==> src/rtl/multicycle_sequencer_if.sv <==
// Control/status bundle between the multi-cycle sequencer and the ASIP datapath/memory.
interface multicycle_sequencer_if #(
  parameter int unsigned CNT_W = 16
);
  logic             start;
  logic [2:0]       opcode;
  logic [1:0]       funct;
  logic             zero_flag;
  logic             mem_ready;
  logic             mem_req;
  logic             mem_we;
  logic             mem_addr_sel;
  logic             ir_en;
  logic             pc_en;
  logic             pc_src;
  logic             rf_we;
  logic             flags_we;
  logic             wd_sel;
  logic             opb_sel;
  logic             alu_func;
  logic [1:0]       ext_sel;
  logic             rb_sel;
  logic             busy;
  logic             err;
  logic [CNT_W-1:0] instr_count;

  // Sequencer side
  modport master (
    input  start, opcode, funct, zero_flag, mem_ready,
    output mem_req, mem_we, mem_addr_sel, ir_en, pc_en, pc_src, rf_we, flags_we,
           wd_sel, opb_sel, alu_func, ext_sel, rb_sel, busy, err, instr_count
  );

  // Datapath / memory side
  modport slave (
    output start, opcode, funct, zero_flag, mem_ready,
    input  mem_req, mem_we, mem_addr_sel, ir_en, pc_en, pc_src, rf_we, flags_we,
           wd_sel, opb_sel, alu_func, ext_sel, rb_sel, busy, err, instr_count
  );
endinterface

==> src/rtl/multicycle_sequencer.sv <==
// Multi-cycle control FSM sharing one single-port memory between fetch and LDR/STR.
module multicycle_sequencer #(
  parameter int unsigned MAX_WAIT = 15,
  parameter int unsigned CNT_W    = 16
) (
  input logic                    clk,
  input logic                    rst,
  multicycle_sequencer_if.master bus
);
  localparam int unsigned WAIT_W = $clog2(MAX_WAIT + 1);

  localparam logic [2:0] OP_ALU = 3'b000;
  localparam logic [2:0] OP_CMP = 3'b001;
  localparam logic [2:0] OP_LDR = 3'b010;
  localparam logic [2:0] OP_STR = 3'b011;
  localparam logic [2:0] OP_JEQ = 3'b100;
  localparam logic [2:0] OP_JNE = 3'b101;
  localparam logic [2:0] OP_JMP = 3'b110;

  typedef enum logic [2:0] {
    IDLE   = 3'd0,
    FETCH  = 3'd1,
    DECODE = 3'd2,
    EXEC   = 3'd3,
    MEM    = 3'd4,
    WB     = 3'd5,
    ERR    = 3'd6
  } state_t;

  state_t              state_q, state_d;
  logic [WAIT_W-1:0]   wait_q;
  logic [CNT_W-1:0]    count_q;
  logic [2:0]          op_q;
  logic                opb_q, alu_q, rb_q;
  logic [1:0]          ext_q;
  logic                opb_d, alu_d, rb_d;
  logic [1:0]          ext_d;
  logic                retire, stall, taken;
  logic                mem_req, mem_we, mem_addr_sel, ir_en, pc_en, pc_src;
  logic                rf_we, flags_we, wd_sel, err;

  // Immediate/operand decode of the live IR fields; illegal CMP decodes as NOP
  always_comb begin
    ext_d = 2'b10;
    opb_d = 1'b0;
    alu_d = 1'b0;
    rb_d  = 1'b0;
    case (bus.opcode)
      OP_ALU: begin
        ext_d = bus.funct[0] ? 2'b00 : 2'b11;
        opb_d = bus.funct[0];
        alu_d = bus.funct[1];
      end
      OP_CMP: begin
        if (bus.funct[1]) begin
          ext_d = bus.funct[0] ? 2'b00 : 2'b11;
          opb_d = bus.funct[0];
          alu_d = 1'b1;
        end
      end
      OP_LDR: begin
        ext_d = 2'b01;
        opb_d = 1'b1;
      end
      OP_STR: begin
        ext_d = 2'b01;
        opb_d = 1'b1;
        rb_d  = 1'b1;
      end
      default: ;
    endcase
  end

  // Branch condition evaluated in DECODE
  always_comb begin
    taken = (bus.opcode == OP_JMP) ||
            ((bus.opcode == OP_JEQ) &&  bus.zero_flag) ||
            ((bus.opcode == OP_JNE) && !bus.zero_flag);
  end

  // State register
  always_ff @(posedge clk) begin
    if (rst) state_q <= IDLE;
    else     state_q <= state_d;
  end

  // Next-state logic; retirement redirects to FETCH or IDLE depending on start
  always_comb begin
    state_d = state_q;
    retire  = 1'b0;
    stall   = 1'b0;
    case (state_q)
      IDLE:   if (bus.start) state_d = FETCH;
      FETCH: begin
        if (bus.mem_ready) state_d = DECODE;
        else begin
          stall = 1'b1;
          if (wait_q == WAIT_W'(MAX_WAIT)) state_d = ERR;
        end
      end
      DECODE: begin
        case (bus.opcode)
          OP_ALU, OP_LDR, OP_STR: state_d = EXEC;
          OP_CMP: begin
            if (bus.funct[1]) state_d = EXEC;
            else              retire  = 1'b1;
          end
          default: retire = 1'b1;
        endcase
      end
      EXEC: begin
        case (op_q)
          OP_ALU:         state_d = WB;
          OP_LDR, OP_STR: state_d = MEM;
          default:        retire  = 1'b1;
        endcase
      end
      MEM: begin
        if (bus.mem_ready) begin
          if (op_q == OP_STR) retire  = 1'b1;
          else                state_d = WB;
        end else begin
          stall = 1'b1;
          if (wait_q == WAIT_W'(MAX_WAIT)) state_d = ERR;
        end
      end
      WB:      retire  = 1'b1;
      ERR:     state_d = ERR;
      default: state_d = IDLE;
    endcase
    if (retire) state_d = bus.start ? FETCH : IDLE;
  end

  // Per-cycle strobes from state, registered decode fields and mem_ready
  always_comb begin
    mem_req      = 1'b0;
    mem_we       = 1'b0;
    mem_addr_sel = 1'b0;
    ir_en        = 1'b0;
    pc_en        = 1'b0;
    pc_src       = 1'b0;
    rf_we        = 1'b0;
    flags_we     = 1'b0;
    wd_sel       = 1'b0;
    err          = 1'b0;
    case (state_q)
      FETCH: begin
        mem_req = 1'b1;
        ir_en   = bus.mem_ready;
        pc_en   = bus.mem_ready;
      end
      DECODE: begin
        pc_en  = taken;
        pc_src = taken;
      end
      EXEC:   flags_we = (op_q == OP_CMP);
      MEM: begin
        mem_req      = 1'b1;
        mem_addr_sel = 1'b1;
        mem_we       = (op_q == OP_STR);
      end
      WB: begin
        rf_we  = 1'b1;
        wd_sel = (op_q == OP_LDR);
      end
      ERR:     err = 1'b1;
      default: ;
    endcase
  end

  // Memory wait counter: counts stalled cycles, clears otherwise
  always_ff @(posedge clk) begin
    if (rst)        wait_q <= '0;
    else if (stall) wait_q <= wait_q + WAIT_W'(1);
    else            wait_q <= '0;
  end

  // Retired-instruction counter, wraps naturally
  always_ff @(posedge clk) begin
    if (rst)         count_q <= '0;
    else if (retire) count_q <= count_q + CNT_W'(1);
  end

  // Decode fields captured in DECODE and held until the next DECODE
  always_ff @(posedge clk) begin
    if (rst) begin
      op_q  <= '0;
      ext_q <= '0;
      opb_q <= 1'b0;
      alu_q <= 1'b0;
      rb_q  <= 1'b0;
    end else if (state_q == DECODE) begin
      op_q  <= bus.opcode;
      ext_q <= ext_d;
      opb_q <= opb_d;
      alu_q <= alu_d;
      rb_q  <= rb_d;
    end
  end

  assign bus.mem_req      = mem_req;
  assign bus.mem_we       = mem_we;
  assign bus.mem_addr_sel = mem_addr_sel;
  assign bus.ir_en        = ir_en;
  assign bus.pc_en        = pc_en;
  assign bus.pc_src       = pc_src;
  assign bus.rf_we        = rf_we;
  assign bus.flags_we     = flags_we;
  assign bus.wd_sel       = wd_sel;
  assign bus.opb_sel      = opb_q;
  assign bus.alu_func     = alu_q;
  assign bus.ext_sel      = ext_q;
  assign bus.rb_sel       = rb_q;
  assign bus.busy         = (state_q != IDLE);
  assign bus.err          = err;
  assign bus.instr_count  = count_q;
endmodule

==> src/flat_wrapper.sv <==
// flat-port wrapper written by rule: the top's interface ports become plain ports
module multicycle_sequencer_flat 
#(
  parameter int unsigned MAX_WAIT = 15,
  parameter int unsigned CNT_W    = 16
)
  (clk, rst, bus_start, bus_opcode, bus_funct, bus_zero_flag, bus_mem_ready, bus_mem_req, bus_mem_we, bus_mem_addr_sel, bus_ir_en, bus_pc_en, bus_pc_src, bus_rf_we, bus_flags_we, bus_wd_sel, bus_opb_sel, bus_alu_func, bus_ext_sel, bus_rb_sel, bus_busy, bus_err, bus_instr_count);
  multicycle_sequencer_if #(.CNT_W(CNT_W)) bus_i ();
  input logic clk;
  input logic rst;
  input wire logic [$bits(bus_i.start)-1:0] bus_start;
  input wire logic [$bits(bus_i.opcode)-1:0] bus_opcode;
  input wire logic [$bits(bus_i.funct)-1:0] bus_funct;
  input wire logic [$bits(bus_i.zero_flag)-1:0] bus_zero_flag;
  input wire logic [$bits(bus_i.mem_ready)-1:0] bus_mem_ready;
  output wire logic [$bits(bus_i.mem_req)-1:0] bus_mem_req;
  output wire logic [$bits(bus_i.mem_we)-1:0] bus_mem_we;
  output wire logic [$bits(bus_i.mem_addr_sel)-1:0] bus_mem_addr_sel;
  output wire logic [$bits(bus_i.ir_en)-1:0] bus_ir_en;
  output wire logic [$bits(bus_i.pc_en)-1:0] bus_pc_en;
  output wire logic [$bits(bus_i.pc_src)-1:0] bus_pc_src;
  output wire logic [$bits(bus_i.rf_we)-1:0] bus_rf_we;
  output wire logic [$bits(bus_i.flags_we)-1:0] bus_flags_we;
  output wire logic [$bits(bus_i.wd_sel)-1:0] bus_wd_sel;
  output wire logic [$bits(bus_i.opb_sel)-1:0] bus_opb_sel;
  output wire logic [$bits(bus_i.alu_func)-1:0] bus_alu_func;
  output wire logic [$bits(bus_i.ext_sel)-1:0] bus_ext_sel;
  output wire logic [$bits(bus_i.rb_sel)-1:0] bus_rb_sel;
  output wire logic [$bits(bus_i.busy)-1:0] bus_busy;
  output wire logic [$bits(bus_i.err)-1:0] bus_err;
  output wire logic [$bits(bus_i.instr_count)-1:0] bus_instr_count;
  assign bus_i.start = bus_start;
  assign bus_i.opcode = bus_opcode;
  assign bus_i.funct = bus_funct;
  assign bus_i.zero_flag = bus_zero_flag;
  assign bus_i.mem_ready = bus_mem_ready;
  assign bus_mem_req = bus_i.mem_req;
  assign bus_mem_we = bus_i.mem_we;
  assign bus_mem_addr_sel = bus_i.mem_addr_sel;
  assign bus_ir_en = bus_i.ir_en;
  assign bus_pc_en = bus_i.pc_en;
  assign bus_pc_src = bus_i.pc_src;
  assign bus_rf_we = bus_i.rf_we;
  assign bus_flags_we = bus_i.flags_we;
  assign bus_wd_sel = bus_i.wd_sel;
  assign bus_opb_sel = bus_i.opb_sel;
  assign bus_alu_func = bus_i.alu_func;
  assign bus_ext_sel = bus_i.ext_sel;
  assign bus_rb_sel = bus_i.rb_sel;
  assign bus_busy = bus_i.busy;
  assign bus_err = bus_i.err;
  assign bus_instr_count = bus_i.instr_count;
  multicycle_sequencer #(.MAX_WAIT(MAX_WAIT), .CNT_W(CNT_W)) u_core (.clk(clk), .rst(rst), .bus(bus_i));
endmodule
==> config.mk <==
export PLATFORM = sky130hd
export DESIGN_NAME = multicycle_sequencer_flat
export DESIGN_NICKNAME = d
export VERILOG_FILES = /design/src/rtl/multicycle_sequencer_if.sv /design/src/rtl/multicycle_sequencer.sv /design/src/flat_wrapper.sv
export SDC_FILE = /design/constraint.sdc
export NUM_CORES = 1
export LEC_CHECK = 0
export ABC_AREA = 1
export BUFFER_PORTS_ARGS = -buffer_cell sky130_fd_sc_hd__buf_2
export CAP_MARGIN = 20
export CELL_PAD_IN_SITES_DETAIL_PLACEMENT = 0
export CELL_PAD_IN_SITES_GLOBAL_PLACEMENT = 1
export CORE_ASPECT_RATIO = 0.8
export CORE_UTILIZATION = 40
export DETAILED_ROUTE_END_ITERATION = 12
export PLACE_DENSITY_LB_ADDON = 0.1
export RECOVER_POWER = 25
export SKIP_CTS_REPAIR_TIMING = 1
export SYNTH_ARGS = -nofsm -noshare
export SYNTH_HDL_FRONTEND = slang
export SYNTH_SLANG_ARGS = --single-unit
==> constraint.sdc <==
create_clock -name clk -period 2.85 [get_ports clk]
set_input_delay 0.57 -clock clk [delete_from_list [all_inputs] [get_ports clk]]
set_output_delay 0.57 -clock clk [all_outputs]
set_load 0.005 [all_outputs]
==> summary.md, run 1 <==
- completed — run status
- 4.42% — met3 demand-to-capacity share in global routing
- 4630 µm² — full die area
- 2.33 ns — Tmin final
- 4 — length of the first detailed-routing pass in iterations
- 0.00580 ns — Worst Clk Skew
- 23.9% — GR Layer Usage met2
- 252 — instance count of the mapped netlist
- 3.03 mm — HPWL reported at the end of detailed placement
- 0 — antenna diode instance count
- 0.372 ns — Worst Max-Slew Pin Slew
- 0.840 — gpl congestion
- 4.13 mm — routed wire length
- done — CTS tree
- 0 — antenna-violating nets left
- 32 — post-synthesis cell type count
- 50.1% — final design utilization
- reg -> out — Critical Setup Path Class
- 0 — max-capacitance violation count
- primary output — critical path endpoint category
- 31.4% — met1 Use GR
- 0 — initial antenna violation count
- 81.7% — final cycle utilization of the critical path
- 0.919 nW — Static Leak
- 75.0% — Slew headroom
- dfxtp_1 — most used flip-flop cell after synthesis
- 355 — count of non-filler cells in the finished layout
- 35.6% — fraction of post-synthesis cell area in the top cell type by area
- 309 — final layout net count
- 6.51 mm — global-route wire length before repair
- 42 — Ports
- 1,688 — overall via count from detail_route
- 0 — total overflow reported by the global router
- 0.37 ns — slowest cell delay on critical path
- 0.06 ns — Worst-path clk slew
- 0 — number of enable-type register cells in the synthesized netlist
- 41 — buffers added on ports
- 0 — Yosys warnings
- 19.1% — all-layer global routing usage
- 21 — row cnt
- 470 nW/µm² — Pwr per Cell Area
- 72 — first-iteration detailed-routing DRC count
- reg -> reg — Min-Delay Path Class
- 10 — highest net fanout along the worst path
- 5 — number of buffers inserted during clock tree synthesis
- 2 — CTS max path bufs
- 21.8% — fraction of final layout cells with drive strength greater than 1
- 61.1 µm — height of the chip
- dfxtp_1 — master of the slowest instance on the critical path
- clkbuf_8 — master cell of the clock root buffer
- 2.28 ns — Req. time, crit path
- 347 — number of cells after detailed placement
- 264 — Post-Synthesis Net Count
- met1 — Most Crowded Layer GR
- 19.9% — area grow syn2layout
- 31 — flip-flop and latch count after synthesis
- 3 — number of buffer and inverter stages on the critical path
- 0 — max-slew violation count
- 23 — maximum number of pins on one net before global-route repair
- inv_1 > nand2_1 > nor2_4 > inv_1 > nor2_1 > nand2_1 > o21ai_0 > buf_2 — list of cells traversed by the critical path
- 0 ns — setup_tns
- register — Setup crit start kind
- 0 — Final setup viols
- 1740 µm² — cell area after technology mapping
- simple AND/OR/NAND/NOR gates — Top delay family on crit path
- 1,314 — via count of the first global-routing pass
- 0.28 ns — insertion delay to the later sink of the worst-skew pair
- dfxtp_1 36%, nand2_1 15%, nor2_1 6.5% — synth top area cells
- 2 — H-tree Lvls
- 6.92 µm² — mean area per synthesized cell
- 11.6 µm — wire length per cell after detailed routing
- 429 MHz — FMAX
- 0.983 mW — total power after layout
- 0% — proportion of register bits with asynchronous set or reset after synthesis
- 0 — DR DRC count
- 277 µV — worst vdd ir
- 41.7% — Initial Util
- dfxtp_1 — most area-hungry cell type in the Yosys netlist
- 75.8 µm — die width
- 4.75 — DR vias/cell
- 4180 µm² — core outline area
- 0 — number of endpoints with negative hold slack in the final report
- no — setup repair after global routing missed its margin
- 0.463 ns — Min Hold Slack
- 1.76 ns — WP data arrival
- 31 — number of sinks handled by clock tree synthesis
- 35.6% — sequential cell area fraction in the yosys report
synth_stat cells, types with 2 or more instances:
library cell,number
nand2_1,72
dfxtp_1,31
nor2_1,30
inv_1,18
a21oi_1,16
nand3_1,16
o21ai_0,12
xnor2_1,9
a21oi_2,6
inv_2,6
nand4_1,4
xor2_1,4
nand3_2,3
and2_1,2
buf_6,2
clkbuf_1,2
ha_1,2
nand3b_1,2
nor4_1,2
registers in the layout, summed over array words and instances, names as in the netlist:
register and flops:
u_core.bus.alu_func 1, u_core.bus.ext_sel 2, u_core.bus.instr_count 16, u_core.bus.opb_sel 1, u_core.bus.rb_sel 1, u_core.op_q 3, u_core.state_q 3, u_core.wait_q 4
cells in the final DEF (no fill, tap or decap):
cell type / Yosys / layout
ha_1: 2 / 2
dfxtp_1: 31 / 31
o21ai_2: 1 / 1
nand2_4: 1 / 1
a21oi_1: 16 / 16
or2_2: 1 / 1
o22ai_1: 1 / 1
clkbuf_8: 0 / 7
inv_4: 1 / 1
o21ai_0: 12 / 12
o221ai_1: 1 / 1
and2_1: 2 / 2
buf_2: 0 / 38
nand4_1: 4 / 4
nor2_4: 1 / 1
nor3_1: 1 / 1
nor4_1: 2 / 2
nor3_2: 1 / 1
buf_4: 0 / 1
nand3b_1: 2 / 2
inv_1: 18 / 21
nand3_2: 3 / 3
a211oi_1: 1 / 1
xnor2_1: 9 / 9
a21oi_2: 6 / 6
nor2_1: 30 / 30
xor2_1: 4 / 4
nand3_1: 16 / 16
inv_2: 6 / 3
nor2_8: 1 / 1
nand2_1: 72 / 73
a31oi_1: 1 / 1
clkbuf_1: 2 / 4
cell type report:
cell class | count | area [µm²]
sequential | 31 | 621
inverter | 25 | 96.3
tap | 57 | 71.3
fill | 446 | 2090
multi-input combinational | 192 | 995
timing repair buffer | 42 | 209
clock buffer | 8 | 100
cells by family after synthesis:
logic type	share of synthesized area, %
fa+ha+maj	1.43
xor+xnor	6.53
buf+inv	7.25
simple gates	36.0
compound gates	13.2
flops	35.6
power by group:
part	switching [mW]	total (mW)	internal [mW]
Combinational	0.0879	0.136	0.0485
Clock	0.161	0.381	0.220
Sequential	0.0169	0.465	0.449
Total	0.266	0.983	0.717
routing by layer:
| layer | vias up | part of all wire [%] |
|---|---|---|
| met1 | 732 | 56 |
| li1 | 912 | - |
| met3 | 2 | 5.0 |
| met5 | - | 0 |
| met4 | 0 | 0.51 |
| met2 | 42 | 39 |
final timing paths:
check | slack [ns] | to | cells after the start | start
worst max-delay path | 0.52 | bus_pc_en | 8 | u_core.state_q[0]$_SDFFE_PP0P_
worst min-delay path | 0.46 | u_core.wait_q[0]$_SDFF_PP0_ | 1 | u_core.wait_q[0]$_SDFF_PP0_
worst max register to register | 1.15 | u_core.bus.instr_count[0]$_SDFFE_PP0P_ | 9 | u_core.state_q[0]$_SDFFE_PP0P_
worst min register to register | 0.46 | u_core.wait_q[0]$_SDFF_PP0_ | 1 | u_core.wait_q[0]$_SDFF_PP0_
per-stage QoR:
step / cell area [µm²] / worst slack (ns)
2_1_floorplan: 1740 / 1.28
3_3_place_gp: 2000 / 0.985
3_5_place_dp: 2000 / 0.988
4_1_cts: 2100 / 0.678
5_1_grt: 2090 / 0.282
6_report: 2090 / 0.521
(Power assumes the default switching activity.)
==> run 2, diff against run 1 <==
--- a/config.mk
+++ b/config.mk
@@ -11,7 +11,7 @@
 export CELL_PAD_IN_SITES_DETAIL_PLACEMENT = 0
 export CELL_PAD_IN_SITES_GLOBAL_PLACEMENT = 1
 export CORE_ASPECT_RATIO = 0.8
-export CORE_UTILIZATION = 40
+export CORE_UTILIZATION = 33
 export DETAILED_ROUTE_END_ITERATION = 12
 export PLACE_DENSITY_LB_ADDON = 0.1
 export RECOVER_POWER = 25
==> constraint.sdc (replaced) <==
create_clock -name clk -period 1.9 [get_ports clk]
set_input_delay 0.38 -clock clk [delete_from_list [all_inputs] [get_ports clk]]
set_output_delay 0.38 -clock clk [all_outputs]
set_load 0.005 [all_outputs]
==> run 2 against run 1 <==
Effect of this change:
- clock power increased by 110%
- via count rose by 3.1%
- non-clock buffer count is 10 higher
- worst hold slack lost 0.11 ns
- clock-buffer cell count fell by 3
- critical path type unchanged
- critical endpoint unchanged
- largest power group is now clock
- highest routed layer unchanged
==> summary.md, run 2 (same netlist as run 1, synthesis figures left out) <==
- 34.6% — Initial Util
- 45.2% — clock group share of total power
- 11.7 µm — wire length per cell after detailed routing
- 41 — buffers added on ports
- 533 — Layout fillers
- 1.52 ns — Req. time, crit path
- inv_4 — critical path's most frequent cell
- 1.40 ns — WP data arrival
- register — Setup crit start kind
- 16.3% — all-layer global routing usage
- 561 MHz — FMAX
- 8 — total number of cells along the worst setup path
- 5580 µm² — full die area
- inv_4 > nand2_2 > nor2_4 > inv_4 > nor2_2 > nand2_1 > o21ai_1 > buf_2 — list of cells traversed by the critical path
- 51 — first-iteration detailed-routing DRC count
- 319 — final layout net count
- 0.28 ns — insertion delay to the later sink of the worst-skew pair
- 67.0 µm — height of the chip
- 27.8% — area grow syn2layout
- 16 — flip-flop count of the largest register, all copies and words added
- simple AND/OR/NAND/NOR gates — Top delay family on crit path
- clkbuf_8 — master cell of the clock root buffer
- u_core.bus.instr_count[4]$_SDFFE_PP0P_ — Reg-to-Reg End
- nand2_1 — commonest non-fill, non-tap cell in the layout
- 9 — depth of the worst register-to-register path
- 23 — maximum number of pins on one net before global-route repair
- 5 — highest net fanout along the worst path
- 0.30 ns — setup slack of the most critical reg-to-reg path
- 0 — number of endpoints with negative hold slack in the final report
- bus_pc_en — Worst Setup EP
- 0.36 ns — slowest cell delay on critical path
- 14.6% — Gate power share
- 2 — H-tree Lvls
- 1,741 — overall via count from detail_route
- 0.407 ns — Worst Max-Slew Pin Slew
- 72 x nand2_1, 41 x buf_2, 29 x nor2_1, 29 x dfxtp_1, 18 x inv_1 — most frequent cells in the layout
- completed — run status
- u_core.state_q[2]$_SDFFE_PP0P_ — Critical R2R Launch
- u_core.state_q[0]$_SDFFE_PP0P_ — worst setup path startpoint
- 5040 µm² — core outline area
- 3.20 mm — HPWL reported at the end of detailed placement
- 0 — max-slew violation count
- 779 nW/µm² — Pwr per Cell Area
- 0 — initial antenna violation count
- 2 — CTS max path bufs
- 1.74 mW — total power after layout
- 42 — Ports
- 40.2% — share of power burned in registers
- 0 — antenna diode instance count
- in -> reg — Min-Delay Path Class
- 2230 µm² — total non-filler cell area in the finished layout
- 24.9% — switching power share of the total
- 0 — max-capacitance violation count
- 0 — antenna-violating nets left
- 406 µV — worst vdd ir
- 7.11 mm — global-route wire length before repair
- dfxtp_4 — master of the slowest instance on the critical path
- 0 — DR DRC count
- 626 µm² — Register Area
- 93.7% — final cycle utilization of the critical path
- 0.771 — gpl congestion
- 0.433 mW — switching power total
- 0.07 ns — Worst-path clk slew
- 83.3 µm — die width
- 4.71 — DR vias/cell
- 0 — Final setup viols
- 1000 µm² — multi-input gate area in the final layout
- 1,500 — via count of the first global-routing pass
- 0.995 nW — Static Leak
- 27.9% — fraction of final layout cells with drive strength greater than 1
- 5 — number of buffers inserted during clock tree synthesis
- 2020 µm² — area of placed instances
- 72.7% — Slew headroom
- 1.78 ns — Tmin final
- done — CTS tree
- 31 — number of sinks handled by clock tree synthesis
- 4.34 mm — routed wire length
- 0 — total overflow reported by the global router
- 1.30 mW — total internal power
- 3 — number of buffer and inverter stages on the critical path
- 0.00268 ns — Worst Clk Skew
- primary output — critical path endpoint category
- 4 — length of the first detailed-routing pass in iterations
- 23 — row cnt
- reg -> out — Critical Setup Path Class
-- run 2: changes by cell type in the layout (fill, tap and decap cells not counted), moves of 3 or more --
cell	delta
buf_2	+3
buf_4	+10
clkbuf_1	-4
inv_1	-3
-- run 2: routing by layer --
layer | global-route usage (%) | part of all wire, % | routed length, µm
met1 | 23.7 | 54 | 2350
met2 | 23.9 | 40 | 1750
met3 | 3.84 | 4.9 | 212
met4 | 4.53 | 0.81 | 35
met5 | 0 | 0 | 0
-- run 2: layout make-up --
cell class | count | area share (%)
repair buffers | 52 | 12.9
clock inverters | 3 | 3.03
flip-flops and latches | 31 | 28.1
clock buffers | 5 | 3.09
well taps | 62 | 3.48
inverters | 25 | 4.55
multi-input cells | 192 | 44.9
-- run 2: worst min path at each step --
stage                                           start                          endpoint  slack [ns]  cells past startpoint
final                                    bus_funct[1]  u_core.bus.alu_func$_SDFFE_PP0P_        0.36                      3
after global routing                     bus_funct[1]  u_core.bus.alu_func$_SDFFE_PP0P_        0.37                      3
after CTS                                bus_funct[1]  u_core.bus.alu_func$_SDFFE_PP0P_        0.35                      3
after detailed placement  u_core.wait_q[0]$_SDFF_PP0_       u_core.wait_q[0]$_SDFF_PP0_        0.45                      1
after global placement    u_core.wait_q[0]$_SDFF_PP0_       u_core.wait_q[0]$_SDFF_PP0_        0.44                      1
after floorplan           u_core.wait_q[0]$_SDFF_PP0_       u_core.wait_q[0]$_SDFF_PP0_        0.42                      1
-- run 2: power by group through the flow --
stage / registers [mW] / clock network [mW] / logic [mW]
2_1_floorplan: 0.710 / 0 / 0.142
3_3_place_gp: 0.712 / 0 / 0.218
3_5_place_dp: 0.712 / 0 / 0.217
4_1_cts: 0.697 / 0.805 / 0.218
5_1_grt: 0.700 / 0.833 / 0.285
6_report: 0.698 / 0.785 / 0.254
-- run 2: stage by stage --
step           TNS (ns)  worst slack, ns  std cells  utilization (%)  hold WS, ns
6_report              0            0.119        370             44.2        0.356
2_1_floorplan         0            0.521        252                -        0.418
5_1_grt        -0.00741         -0.00741        370             44.2        0.371
4_1_cts          -0.166           -0.114        362             42.8        0.355
3_3_place_gp          0            0.176        354             40.1        0.440
3_5_place_dp          0            0.209        354             40.1        0.447
-- run 2: tightest hold or removal path, cell delays in order --
cell	delay (ns)
buf_2	0.09
a21oi_1	0.06
nor2_1	0.07
==> run 3, diff against run 2 <==
--- a/config.mk
+++ b/config.mk
@@ -7,7 +7,6 @@
 export LEC_CHECK = 0
 export ABC_AREA = 1
 export BUFFER_PORTS_ARGS = -buffer_cell sky130_fd_sc_hd__buf_2
-export CAP_MARGIN = 20
 export CELL_PAD_IN_SITES_DETAIL_PLACEMENT = 0
 export CELL_PAD_IN_SITES_GLOBAL_PLACEMENT = 1
 export CORE_ASPECT_RATIO = 0.8
==> constraint.sdc (replaced) <==
create_clock -name clk -period 1.6 [get_ports clk]
set_input_delay 0.32 -clock clk [delete_from_list [all_inputs] [get_ports clk]]
set_output_delay 0.32 -clock clk [all_outputs]
set_load 0.005 [all_outputs]
==> run 3 against run 2 <==
Effect of this change:
- the flow now finishes with violations (setup timing)
- critical path depth is the same
- worst setup slack lost 0.14 ns
- clock power shrank 0.9%
- critical endpoint unchanged
==> summary.md, run 3 (same netlist as run 1, synthesis figures left out) <==
- finished, violations left — run status
- setup timing — violations in the final reports
- u_core.bus.instr_count[11]$_SDFFE_PP0P_ — Reg-to-Reg End
- 0 — max-capacitance violation count
- 74.5% — Slew headroom
- 23.9% — met1 Use GR
- 0.08 ns — setup slack of the most critical reg-to-reg path
- 34.6% — Initial Util
- 0.380 ns — Worst Max-Slew Pin Slew
- 0 — antenna diode instance count
- flip-flops — Top delay family on crit path
- clkbuf_8 — master cell of the clock root buffer
- 1.05 nW — Static Leak
- 844 nW/µm² — Pwr per Cell Area
- 1,536 — via count of the first global-routing pass
- 2 — H-tree Lvls
- 4.54 mm — routed wire length
- 0.762 — gpl congestion
- 24.7% — GR Layer Usage met2
- 0 — antenna-violating nets left
- 16 — flip-flop count of the largest register, all copies and words added
- 4.63 — DR vias/cell
- 42 — Ports
- 0.00601 ns — Worst Clk Skew
- 617 MHz — FMAX
- 1 — Final setup viols
- 3.38 mm — HPWL reported at the end of detailed placement
- 1.95 mW — total power after layout
- 0 — max-slew violation count
- 1,768 — overall via count from detail_route
- 31.6% — fraction of final layout cells with drive strength greater than 1
- 2 — CTS max path bufs
- 0.07 ns — Worst-path clk slew
- dfxtp_4 — master of the slowest instance on the critical path
- 4 — length of the first detailed-routing pass in iterations
- 11.9 µm — wire length per cell after detailed routing
- register — Setup crit start kind
- 41 — buffers added on ports
- 10 — depth of the worst register-to-register path
- 32.8% — area grow syn2layout
- 31 — number of sinks handled by clock tree synthesis
- -0.0195 ns — setup slack of the critical path after layout
- 16.9% — all-layer global routing usage
- 1.28 ns — Req. time, crit path
- yes — setup repair after global routing missed its margin
- met2 — Most Crowded Layer GR
- bus_pc_en — Worst Setup EP
- 67.0 µm — height of the chip
- 8 — total number of cells along the worst setup path
- done — CTS tree
- 0 — DR DRC count
- u_core.state_q[0]$_SDFFE_PP0P_ — Critical R2R Launch
- 1.62 ns — Tmin final
- 71 x nand2_1, 41 x buf_2, 30 x nor2_1 — most frequent cells in the layout
- 0 — total overflow reported by the global router
- 7.34 mm — global-route wire length before repair
- 0 — number of endpoints with negative hold slack in the final report
- 0.28 ns — insertion delay to the later sink of the worst-skew pair
- nand2_1 — commonest non-fill, non-tap cell in the layout
- 0 — initial antenna violation count
- 3 — number of buffer and inverter stages on the critical path
- 5580 µm² — full die area
- reg -> out — Critical Setup Path Class
- u_core.state_q[0]$_SDFFE_PP0P_ — worst setup path startpoint
- 20 — maximum number of pins on one net before global-route repair
- 46.0% — final design utilization
- 23 — row cnt
- inv_4 > nand2_4 > nor2_4 > inv_2 > nor2_1 > nand2_1 > o21ai_1 > buf_2 — list of cells traversed by the critical path
- 504 µV — worst vdd ir
- 1.30 ns — WP data arrival
- 101% — final cycle utilization of the critical path
- 83.3 µm — die width
- 5 — number of buffers inserted during clock tree synthesis
- 4 — highest net fanout along the worst path
- 331 — final layout net count
- primary output — critical path endpoint category
- in -> reg — Min-Delay Path Class
- 4.21% — met3 demand-to-capacity share in global routing
- 5040 µm² — core outline area
- 0.36 ns — slowest cell delay on critical path
- 94 — first-iteration detailed-routing DRC count
[run 3: worst register-to-register path, delay by kind of cell (launching register included)]
kind | cells | cell delay (ns)
compound gates | 1 | 0.12
buf+inv | 3 | 0.36
flops | 1 | 0.37
simple gates | 6 | 0.60
[run 3: cell type report]
class	count	area [µm²]
Multi-Input combinational cell	192	1020
Inverter	25	101
Clock inverter	3	43.8
Clock buffer	5	68.8
Fill cell	527	2720
Timing Repair Buffer	64	382
Tap cell	62	77.6
Sequential cell	31	627
[run 3: how the worst min path moves through the flow]
| stage | start | endpoint | cells after the start |
|---|---|---|---|
| after global routing | bus_funct[1] | u_core.bus.alu_func$_SDFFE_PP0P_ | 3 |
| final | bus_funct[1] | u_core.bus.alu_func$_SDFFE_PP0P_ | 3 |
| after CTS | bus_funct[1] | u_core.bus.alu_func$_SDFFE_PP0P_ | 3 |
| after global placement | u_core.wait_q[0]$_SDFF_PP0_ | u_core.wait_q[0]$_SDFF_PP0_ | 1 |
| after floorplan | rst | u_core.state_q[1]$_SDFFE_PP0P_ | 1 |
| after detailed placement | u_core.wait_q[0]$_SDFF_PP0_ | u_core.wait_q[0]$_SDFF_PP0_ | 1 |
[run 3: metal layers]
metal,up-vias,share of wire (%)
met4,0,1.1
met2,32,39
met5,-,0
li1,957,-
met1,774,55
met3,5,5.0
[run 3: where the power goes]
group	internal (mW)	switching, mW	total (mW)
Clock	0.463	0.315	0.778
Sequential	0.801	0.0270	0.828
Combinational	0.157	0.191	0.347
Total	1.42	0.533	1.95
[run 3: per-stage QoR]
stage	hold slack, ns	TNS (ns)	worst slack (ns)	cells	area (µm²)
2_1_floorplan	0.390	0	0.221	252	1740
3_3_place_gp	0.438	0	0.0292	363	2090
3_5_place_dp	0.447	0	0.0276	363	2090
4_1_cts	0.290	-0.402	-0.178	371	2200
5_1_grt	0.309	-0.249	-0.106	382	2320
6_report	0.295	-0.0195	-0.0195	382	2320
